## src/rtl/pe_pkg.sv

```systemverilog
// Shared definitions for the fixed-point processing elements: rounding modes,
// accumulator FSM states and wide saturation helpers.
package pe_pkg;

  // Internal arithmetic width; all intermediates are widened to this before clamping.
  localparam int unsigned SAT_W = 128;

  localparam int ROUND_TRUNC   = 0;
  localparam int ROUND_HALF_UP = 1;

  typedef enum logic {
    ST_IDLE  = 1'b0,
    ST_ACCUM = 1'b1
  } acc_state_e;

  function automatic logic signed [SAT_W-1:0] sat_signed(
    input logic signed [SAT_W-1:0] v,
    input int unsigned             w
  );
    logic signed [SAT_W-1:0] hi;
    logic signed [SAT_W-1:0] lo;
    hi = (SAT_W'(1) << (w - 1)) - SAT_W'(1);
    lo = ~hi;
    if (v > hi)      return hi;
    else if (v < lo) return lo;
    else             return v;
  endfunction

  function automatic logic signed [SAT_W-1:0] sat_unsigned(
    input logic signed [SAT_W-1:0] v,
    input int unsigned             w
  );
    logic signed [SAT_W-1:0] hi;
    hi = (SAT_W'(1) << w) - SAT_W'(1);
    if (v < 0)       return '0;
    else if (v > hi) return hi;
    else             return v;
  endfunction

  function automatic logic signed [SAT_W-1:0] saturate(
    input logic signed [SAT_W-1:0] v,
    input int unsigned             w,
    input logic                    sgn
  );
    return sgn ? sat_signed(v, w) : sat_unsigned(v, w);
  endfunction

endpackage

```

## src/rtl/pe_fxp_mul_round.sv

```systemverilog
// Multiply stage: full-precision product, optional half-up rounding, right shift
// by FRAC_BITS and clamp to the accumulator width, then one register stage.
module pe_fxp_mul_round
  import pe_pkg::*;
#(
  parameter int DATA_WIDTH = 16,
  parameter int FRAC_BITS  = 8,
  parameter int ACC_WIDTH  = 32,
  parameter int SIGNED     = 1,
  parameter int ROUND      = ROUND_HALF_UP
) (
  input  logic                  clk,
  input  logic                  rst,
  input  logic                  valid_i,
  input  logic                  last_i,
  input  logic [DATA_WIDTH-1:0] a_i,
  input  logic [DATA_WIDTH-1:0] b_i,
  output logic                  valid_o,
  output logic                  last_o,
  output logic                  sat_o,
  output logic [ACC_WIDTH-1:0]  x_o
);

  localparam logic SGN = (SIGNED != 0);
  localparam int   RND_SH = (FRAC_BITS > 0) ? FRAC_BITS - 1 : 0;
  localparam logic signed [SAT_W-1:0] RND_ADD =
    (ROUND == ROUND_HALF_UP && FRAC_BITS > 0) ? (SAT_W'(1) << RND_SH) : '0;

  logic signed [SAT_W-1:0] a_ext, b_ext, prod, rnd, shf, clamped;
  logic [ACC_WIDTH-1:0]    x_d, x_q;
  logic                    sat_d, sat_q, valid_q, last_q;

  always_comb begin
    a_ext   = {{(SAT_W-DATA_WIDTH){SGN ? a_i[DATA_WIDTH-1] : 1'b0}}, a_i};
    b_ext   = {{(SAT_W-DATA_WIDTH){SGN ? b_i[DATA_WIDTH-1] : 1'b0}}, b_i};
    prod    = a_ext * b_ext;
    rnd     = prod + RND_ADD;
    shf     = rnd >>> FRAC_BITS;
    clamped = saturate(shf, ACC_WIDTH, SGN);
    x_d     = ACC_WIDTH'(clamped);
    sat_d   = (clamped != shf);
  end

  always_ff @(posedge clk or posedge rst) begin
    if (rst) begin
      valid_q <= 1'b0;
      last_q  <= 1'b0;
      sat_q   <= 1'b0;
      x_q     <= '0;
    end else begin
      valid_q <= valid_i;
      last_q  <= valid_i & last_i;
      sat_q   <= sat_d;
      x_q     <= x_d;
    end
  end

  assign valid_o = valid_q;
  assign last_o  = last_q;
  assign sat_o   = sat_q;
  assign x_o     = x_q;

endmodule

```

## src/rtl/systolic_pe_fxp.sv

```systemverilog
// Output-stationary systolic PE: forwards operands down/right and accumulates
// rounded fixed-point products with saturation, strobing each finished dot product.
module systolic_pe_fxp
  import pe_pkg::*;
#(
  parameter int DATA_WIDTH = 16,
  parameter int FRAC_BITS  = 8,
  parameter int ACC_WIDTH  = 32,
  parameter int SIGNED     = 1,
  parameter int ROUND      = ROUND_HALF_UP
) (
  input  logic                  clk,
  input  logic                  rst,
  input  logic                  i_valid,
  input  logic                  i_last,
  input  logic [DATA_WIDTH-1:0] i_up,
  input  logic [DATA_WIDTH-1:0] i_left,
  output logic [DATA_WIDTH-1:0] o_down,
  output logic [DATA_WIDTH-1:0] o_right,
  output logic                  o_valid,
  output logic                  o_last,
  output logic [DATA_WIDTH-1:0] o_result,
  output logic                  o_result_valid,
  output logic                  o_sat
);

  localparam logic SGN = (SIGNED != 0);

  logic [DATA_WIDTH-1:0] down_q, right_q;
  logic                  fwd_valid_q, fwd_last_q;

  always_ff @(posedge clk or posedge rst) begin
    if (rst) begin
      down_q      <= '0;
      right_q     <= '0;
      fwd_valid_q <= 1'b0;
      fwd_last_q  <= 1'b0;
    end else begin
      down_q      <= i_up;
      right_q     <= i_left;
      fwd_valid_q <= i_valid;
      fwd_last_q  <= i_last;
    end
  end

  logic                 p_valid, p_last, p_sat;
  logic [ACC_WIDTH-1:0] p_x;

  pe_fxp_mul_round #(
    .DATA_WIDTH (DATA_WIDTH),
    .FRAC_BITS  (FRAC_BITS),
    .ACC_WIDTH  (ACC_WIDTH),
    .SIGNED     (SIGNED),
    .ROUND      (ROUND)
  ) u_mul (
    .clk     (clk),
    .rst     (rst),
    .valid_i (i_valid),
    .last_i  (i_last),
    .a_i     (i_up),
    .b_i     (i_left),
    .valid_o (p_valid),
    .last_o  (p_last),
    .sat_o   (p_sat),
    .x_o     (p_x)
  );

  acc_state_e            state_q, state_d;
  logic [ACC_WIDTH-1:0]  acc_q, acc_d;
  logic                  stk_q, stk_d;
  logic [DATA_WIDTH-1:0] res_q, res_d;
  logic                  res_sat_q, res_sat_d;
  logic                  res_vld_q, res_vld_d;

  logic signed [SAT_W-1:0] acc_ext, x_ext, sum, sum_sat, acc_next, res_wide;
  logic                    add_ovf, dw_ovf, stk_next;

  // acc_next/stk_next are the post-term values; the final strobe uses them
  // directly so the last product is included in the reported result.
  always_comb begin
    acc_ext  = {{(SAT_W-ACC_WIDTH){SGN ? acc_q[ACC_WIDTH-1] : 1'b0}}, acc_q};
    x_ext    = {{(SAT_W-ACC_WIDTH){SGN ? p_x[ACC_WIDTH-1] : 1'b0}}, p_x};
    sum      = acc_ext + x_ext;
    sum_sat  = saturate(sum, ACC_WIDTH, SGN);
    add_ovf  = (sum_sat != sum);
    if (state_q == ST_IDLE) begin
      acc_next = x_ext;
      stk_next = p_sat;
    end else begin
      acc_next = sum_sat;
      stk_next = stk_q | p_sat | add_ovf;
    end
    res_wide = saturate(acc_next, DATA_WIDTH, SGN);
    dw_ovf   = (res_wide != acc_next);

    state_d   = state_q;
    acc_d     = acc_q;
    stk_d     = stk_q;
    res_d     = res_q;
    res_sat_d = res_sat_q;
    res_vld_d = 1'b0;
    if (p_valid) begin
      acc_d   = ACC_WIDTH'(acc_next);
      stk_d   = stk_next;
      state_d = ST_ACCUM;
      if (p_last) begin
        res_d     = DATA_WIDTH'(res_wide);
        res_sat_d = stk_next | dw_ovf;
        res_vld_d = 1'b1;
        acc_d     = '0;
        stk_d     = 1'b0;
        state_d   = ST_IDLE;
      end
    end
  end

  always_ff @(posedge clk or posedge rst) begin
    if (rst) begin
      state_q   <= ST_IDLE;
      acc_q     <= '0;
      stk_q     <= 1'b0;
      res_q     <= '0;
      res_sat_q <= 1'b0;
      res_vld_q <= 1'b0;
    end else begin
      state_q   <= state_d;
      acc_q     <= acc_d;
      stk_q     <= stk_d;
      res_q     <= res_d;
      res_sat_q <= res_sat_d;
      res_vld_q <= res_vld_d;
    end
  end

  assign o_down         = down_q;
  assign o_right        = right_q;
  assign o_valid        = fwd_valid_q;
  assign o_last         = fwd_last_q;
  assign o_result       = res_q;
  assign o_result_valid = res_vld_q;
  assign o_sat          = res_sat_q;

endmodule

```

## config.mk

```make
export PLATFORM = sky130hd
export DESIGN_NAME = systolic_pe_fxp
export DESIGN_NICKNAME = d
export VERILOG_FILES = /design/src/rtl/pe_pkg.sv /design/src/rtl/pe_fxp_mul_round.sv /design/src/rtl/systolic_pe_fxp.sv
export SDC_FILE = /design/constraint.sdc
export NUM_CORES = 1
export LEC_CHECK = 0
export CAP_MARGIN = 20
export CORE_AREA = 3 3 178 180
export CTS_CLUSTER_DIAMETER = 80
export DETAILED_ROUTE_END_ITERATION = 10
export DIE_AREA = 0 0 181 183
export DONT_BUFFER_PORTS = 1
export MAX_ROUTING_LAYER = met4
export PLACE_DENSITY = 0.77
export RECOVER_POWER = 50
export SYNTH_ARGS = -nofsm -noshare
export SYNTH_HDL_FRONTEND = slang
export SYNTH_HIERARCHICAL = 1
export SYNTH_SLANG_ARGS = --single-unit
```

## constraint.sdc

```tcl
create_clock -name clk -period 4.8 [get_ports clk]
set_input_delay 0.72 -clock clk [delete_from_list [all_inputs] [get_ports clk]]
set_output_delay 0.72 -clock clk [all_outputs]
set_load 0.05 [all_outputs]
```

==> impl_metrics.tcl, run 1 <==
set metrics [dict create \
    ys_top_cells_by_count "374 x inv_1, 268 x fa_1, 192 x nand2_1" \
    fin_skew_ns 0.0262 \
    fin_ws_ns -0.903 \
    cp-start-kind "primary input" \
    drt_iter0_markers 1000 \
    diodes 0 \
    htreeDepth 4 \
    dp_hpwl_mm 34.2 \
    cts_tree "built" \
    rsz0062_at_grt "yes" \
    wl_per_cell_um 19.7 \
    wl_mm 44.9 \
    fmaxAchievable_mhz 175 \
    synth_largest_area_cell "fa_1" \
    synthCells 1788 \
    maxSlewViolCount 89 \
    cp_max_fo 17 \
    place_inst 2223 \
    synth_cell_types 89 \
    viasPerCell 5.68 \
    antenna_found_initial 0 \
    gp_congestion 0.961 \
    setup_viol 22 \
    path_clk_slew_ns 0.06 \
    yosys_warnings 6 \
    synth-seq-cells 115 \
    yosys.cell_count.top_type "inv_1" \
    grt_max_degree 46 \
    finalHoldViolCount 0 \
    synthArstFlopShare_pct 100 \
    end_kind "flip-flop" \
    yosys-top-cells-area "fa_1 33%, dfrtp_1 17%, inv_1 8.5%" \
    crit_type "primary input to flip-flop" \
    gr-total-overflow 0 \
    synth_fp_nets 2202 \
    tightest_slew_ns 2.81 \
    cts_sinks 115 \
    min_path_type "primary input to asynchronous set/reset pin" \
    grt_pass1_vias 14100 \
    timing.hold.ws_ns 0.0899 \
    cts_buffer_depth 2 \
    dieWidth_um 181 \
    vias 12900 \
    min_period_ns 5.70 \
    grtUsageTotal_pct 28.2 \
    ant_nets 0 \
    synth_seq_area_share_pct 17.4 \
    arrival_ns 6.05 \
    design.core.area_um2 30300 \
    fp-row-count 64 \
    stdcell_count 2275 \
    status "complete, but fails checks" \
    die_y_um 183 \
    synth-edff-count 0 \
    first_pass_iters 8 \
    violations "capacitance limit, slew limit, setup timing" \
    initial_core_util_pct 54.4 \
    period_share_pct 119 \
    slew_headroom_pct -87.2 \
    clock_latency_ns 0.44 \
    die_area_um2 33100 \
    cts_buffers 17 \
    drv_cap 2 \
    fill_cells 2350 \
    io_buffers 0 \
    drcViolationCount 0 \
    io_pins 88 \
    nets 2280 \
    critPathRequiredTime_ns 5.14 \
    syn_to_final_growth_pct 14.8 \
    avgSynthCellArea_um2 9.23 \
    layout-drive-gt1-share_pct 17.7 \
    synth_flop_cell "dfrtp_1" \
    netlist.area_leader.share_pct 32.5 \
    synth_area_um2 16500 \
    grt_pass1_wl_mm 72.4 \
    cts_root_buf "clkbuf_16" \
]
-- registers in the layout, indices dropped and copies added (netlist names), 16 cells and up --
signal     count
o_result      16
o_right       16
acc_q         32
o_down        16
u_mul/x_o     26
-- cell usage in the layout (no fill, tap or decap), types with 24 or more instances in the layout --
cell type,n
inv_1,341
fa_1,258
nand2_1,186
dfrtp_1,115
buf_4,115
and2_1,114
ha_1,89
a21oi_1,79
nor2_1,49
o22ai_1,32
inv_2,29
o21ai_0,26
xnor2_1,24
-- metrics by stage --
| step | setup WS (ns) | area (um2) | util [%] | TNS (ns) |
|---|---|---|---|---|
| 2_1_floorplan | -1.17 | 17000 | - | -18.57 |
| 3_3_place_gp | -1.34 | 17800 | 58.8 | -24.30 |
| 3_5_place_dp | -1.42 | 17800 | 58.8 | -25.77 |
| 4_1_cts | -0.899 | 18800 | 61.8 | -13.11 |
| 5_1_grt | -1.06 | 18900 | 62.4 | -17.81 |
| 6_report | -0.903 | 18900 | 62.4 | -14.72 |
-- cell type report --
type / instances / area (um2) / area share (%)
tap: 396 / 495 / 2.62
inverter: 374 / 1420 / 7.47
timing repair inverter: 1 / 7.51 / 0.0396
timing repair buffer: 132 / 1070 / 5.63
multi-input combinational: 1225 / 12500 / 65.9
sequential: 115 / 2880 / 15.2
clock inverter: 14 / 178 / 0.938
clock buffer: 18 / 429 / 2.27
-- critical path, stage by stage --
cell and delay [ns]:
and2_4 0.14, fa_1 0.54, inv_1 0.05, fa_1 0.45, fa_1 0.53, inv_2 0.05, fa_1 0.47, fa_1 0.53
inv_2 0.04, fa_1 0.52, inv_2 0.05, ha_4 0.21, a211o_1 0.27, a21oi_2 0.15, and3_4 0.22, a21oi_4 0.07
o41ai_4 0.38, a21boi_2 0.14, buf_4 0.15, buf_6 0.12, a31oi_4 0.13, xnor2_1 0.13
-- cells by family after synthesis --
group / Yosys count / share of synthesized area (%)
AND/OR/NAND/NOR: 478 / 14.2
XOR/XNOR: 49 / 2.60
adder cells (fa/ha/maj): 381 / 41.0
other: 1 / 0.0227
buffers and inverters: 448 / 10.9
multiplexers: 6 / 0.364
flip-flops: 115 / 17.4
AO/OA/AOI/OAI: 310 / 13.4
-- per-layer routing --
| metal | up-vias | share of wire, % | track usage (%) |
|---|---|---|---|
| met5 | - | 0 | - |
| met3 | 111 | 7.3 | 4.90 |
| met2 | 565 | 48 | 45.7 |
| li1 | 5830 | - | - |
| met4 | 0 | 3.0 | 9.96 |
| met1 | 6406 | 42 | 36.4 |
-- timing repair --
item,CTS,global route
resized for setup,65,31
hold buffers,0,0
gates cloned,1,0
buffers inserted,8,15
setup endpoints to repair,22,27
pin swaps,79,35
-- worst paths after layout --
check | startpoint | endpoint | slack [ns] | cells after the start
setup / recovery | i_left[4] | u_mul/x_o[18] | -0.90 | 22
hold / removal | rst | u_mul/valid_o | 0.09 | 1
setup reg to reg | u_mul/x_o[0] | o_result[1] | 0.37 | 15
hold reg to reg | acc_q[19] | acc_q[19] | 0.53 | 2
max in group asynchronous | rst | o_right[10] | 0.88 | 2
min in group clk | i_up[10] | o_down[10] | 0.29 | 0
Power of run 1 is left out: the tool's default activity adds up to more than one toggle a clock period on the data nets, which glitch-free logic cannot reach.
==> inputs of run 2 (changes only) <==
Settings changed: CORE_AREA 3 3 178 180 to 2 2 177 179, DIE_AREA 0 0 181 183 to 0 0 179 181.
==> run 2 against run 1 <==
  * The flow still finishes with violations (capacitance limit, slew limit, setup timing)
  * Routed wire length is 0.35% lower
  * Clock skew is 0.015 ns lower
  * Non-clock buffer count up 4
  * Highest routed layer unchanged
  * Critical path type unchanged
  * Core utilization about the same
  * Die area shrank 2.2%
==> impl_metrics.tcl, run 2 (synthesized netlist as in run 1, its figures left out) <==
set metrics [dict create \
    cp_max_fo 17 \
    wl_mm 44.7 \
    rsz0062_at_grt "yes" \
    diodes 0 \
    fp-row-count 64 \
    layout-drive-gt1-share_pct 18.2 \
    die_area_um2 32400 \
    min_period_ns 5.66 \
    clock_latency_ns 0.43 \
    drt_iter0_markers 868 \
    grt_pass1_wl_mm 72.8 \
    path_delay_family "adder cells" \
    setup_viol 22 \
    violations "capacitance limit, slew limit, setup timing" \
    end_kind "flip-flop" \
    initial_core_util_pct 54.4 \
    cts_sinks 115 \
    cp-start-kind "primary input" \
    htreeDepth 4 \
    largest_reg_flops 32 \
    layout.cells.most_common "inv_1" \
    wl_per_cell_um 19.6 \
    syn_to_final_growth_pct 14.9 \
    design.core.area_um2 30300 \
    dieWidth_um 179 \
    grt_pass1_vias 13900 \
    first_pass_iters 7 \
    worstReg2RegStart "u_mul/x_o[0]" \
    cts_buffers 17 \
    tns_ns -13.69 \
    io_pins 88 \
    top_register "acc_q" \
    cts_buffer_depth 2 \
    fmaxAchievable_mhz 177 \
    cts_tree "built" \
    critPathRequiredTime_ns 5.11 \
    path_common_cell "fa_1" \
    path_buf_inv 4 \
    nets 2283 \
    cp_cell_sequence "and2_4, fa_1, inv_1, fa_2, fa_2, fa_1, inv_1, fa_1, inv_2, fa_1, inv_2, ha_4, a211o_1, a21oi_2, and3_4, a21oi_4, o41ai_4, a21boi_2, a311o_1, xor2_1" \
    drv_cap 2 \
    drcViolationCount 0 \
    fin_skew_ns 0.0113 \
    gp_congestion 0.956 \
    path_clk_slew_ns 0.06 \
    grt_max_degree 58 \
    slew_headroom_pct -78.8 \
    fill_cells 2372 \
    finalHoldViolCount 0 \
    antenna_found_initial 0 \
    arrival_ns 5.97 \
    maxSlewViolCount 89 \
    rr_worst_depth 15 \
    dp_hpwl_mm 33.9 \
    status "complete, but fails checks" \
    gr-total-overflow 0 \
    cts_root_buf "clkbuf_16" \
    path_depth 20 \
    viasPerCell 5.65 \
    setup.worst_path.start "i_up[5]" \
    fin_ws_ns -0.859 \
    cp_slowest_cell "fa_2" \
    grtUsageTotal_pct 29.8 \
    ant_nets 0 \
    period_share_pct 118 \
    min_path_type "primary input to asynchronous set/reset pin" \
    vias 12900 \
    io_buffers 0 \
    crit_type "primary input to flip-flop" \
    tightest_slew_ns 2.67 \
    layout_common_cells "340 x inv_1, 249 x fa_1, 186 x nand2_1, 118 x buf_4, 115 x dfrtp_1" \
    max_stage_delay_ns 0.55 \
    die_y_um 181 \
]
## run 2: changes by cell type in the layout (fill, tap and decap cells not counted), moves of 2 or more
cell | previous run | this run
clkinvlp_4 | 4 | 7
ha_4 | 17 | 22
fa_1 | 258 | 249
buf_6 | 12 | 14
buf_4 | 115 | 118
o21ai_0 | 26 | 28
clkinv_4 | 5 | 1
ha_1 | 89 | 85
fa_2 | 10 | 19
## run 2: final cells by class
cell class,count,area [um2],area share (%)
clock inverter,12,134,0.706
sequential,115,2880,15.2
clock buffer,19,433,2.28
multi-input combinational,1225,12500,66.0
inverter,374,1420,7.48
tap,396,495,2.61
timing repair buffer,136,1090,5.76
## run 2: metal layers
metal	vias to the layer above	part of all wire, %	track usage, %
li1	5839	-	-
met1	6408	42	39.0
met2	531	49	48.0
met3	93	6.8	4.90
met4	0	2.5	8.03
met5	-	0	-
## run 2: path summary, 6_finish.rpt
kind	to	slack (ns)
setup / recovery	u_mul/x_o[21]	-0.86
hold / removal	u_mul/sat_o	0.09
setup reg to reg	o_result[11]	0.45
hold reg to reg	stk_q	0.53
max in group asynchronous	o_right[2]	1.41
min in group clk	o_down[0]	0.31
## run 2: stage by stage
stage          cells  setup WS (ns)  util, %  instance area, um2  hold WS, ns
2_1_floorplan   1788          -1.17        -               17000        0.490
3_3_place_gp    2222          -1.35     58.7               17800        0.518
3_5_place_dp    2222          -1.45     58.7               17800        0.522
4_1_cts         2274         -0.836     62.1               18800       0.0871
5_1_grt         2277         -0.984     62.5               19000       0.0825
6_report        2277         -0.859     62.5               19000       0.0940
## run 2: timing repair
action                     4_1_cts  5_1_grt
pin swaps                      105       35
setup endpoints to repair       22       30
resized for setup               76       27
hold buffers                     0        0
buffers inserted                21        6
Power of run 2 is left out for the same reason.
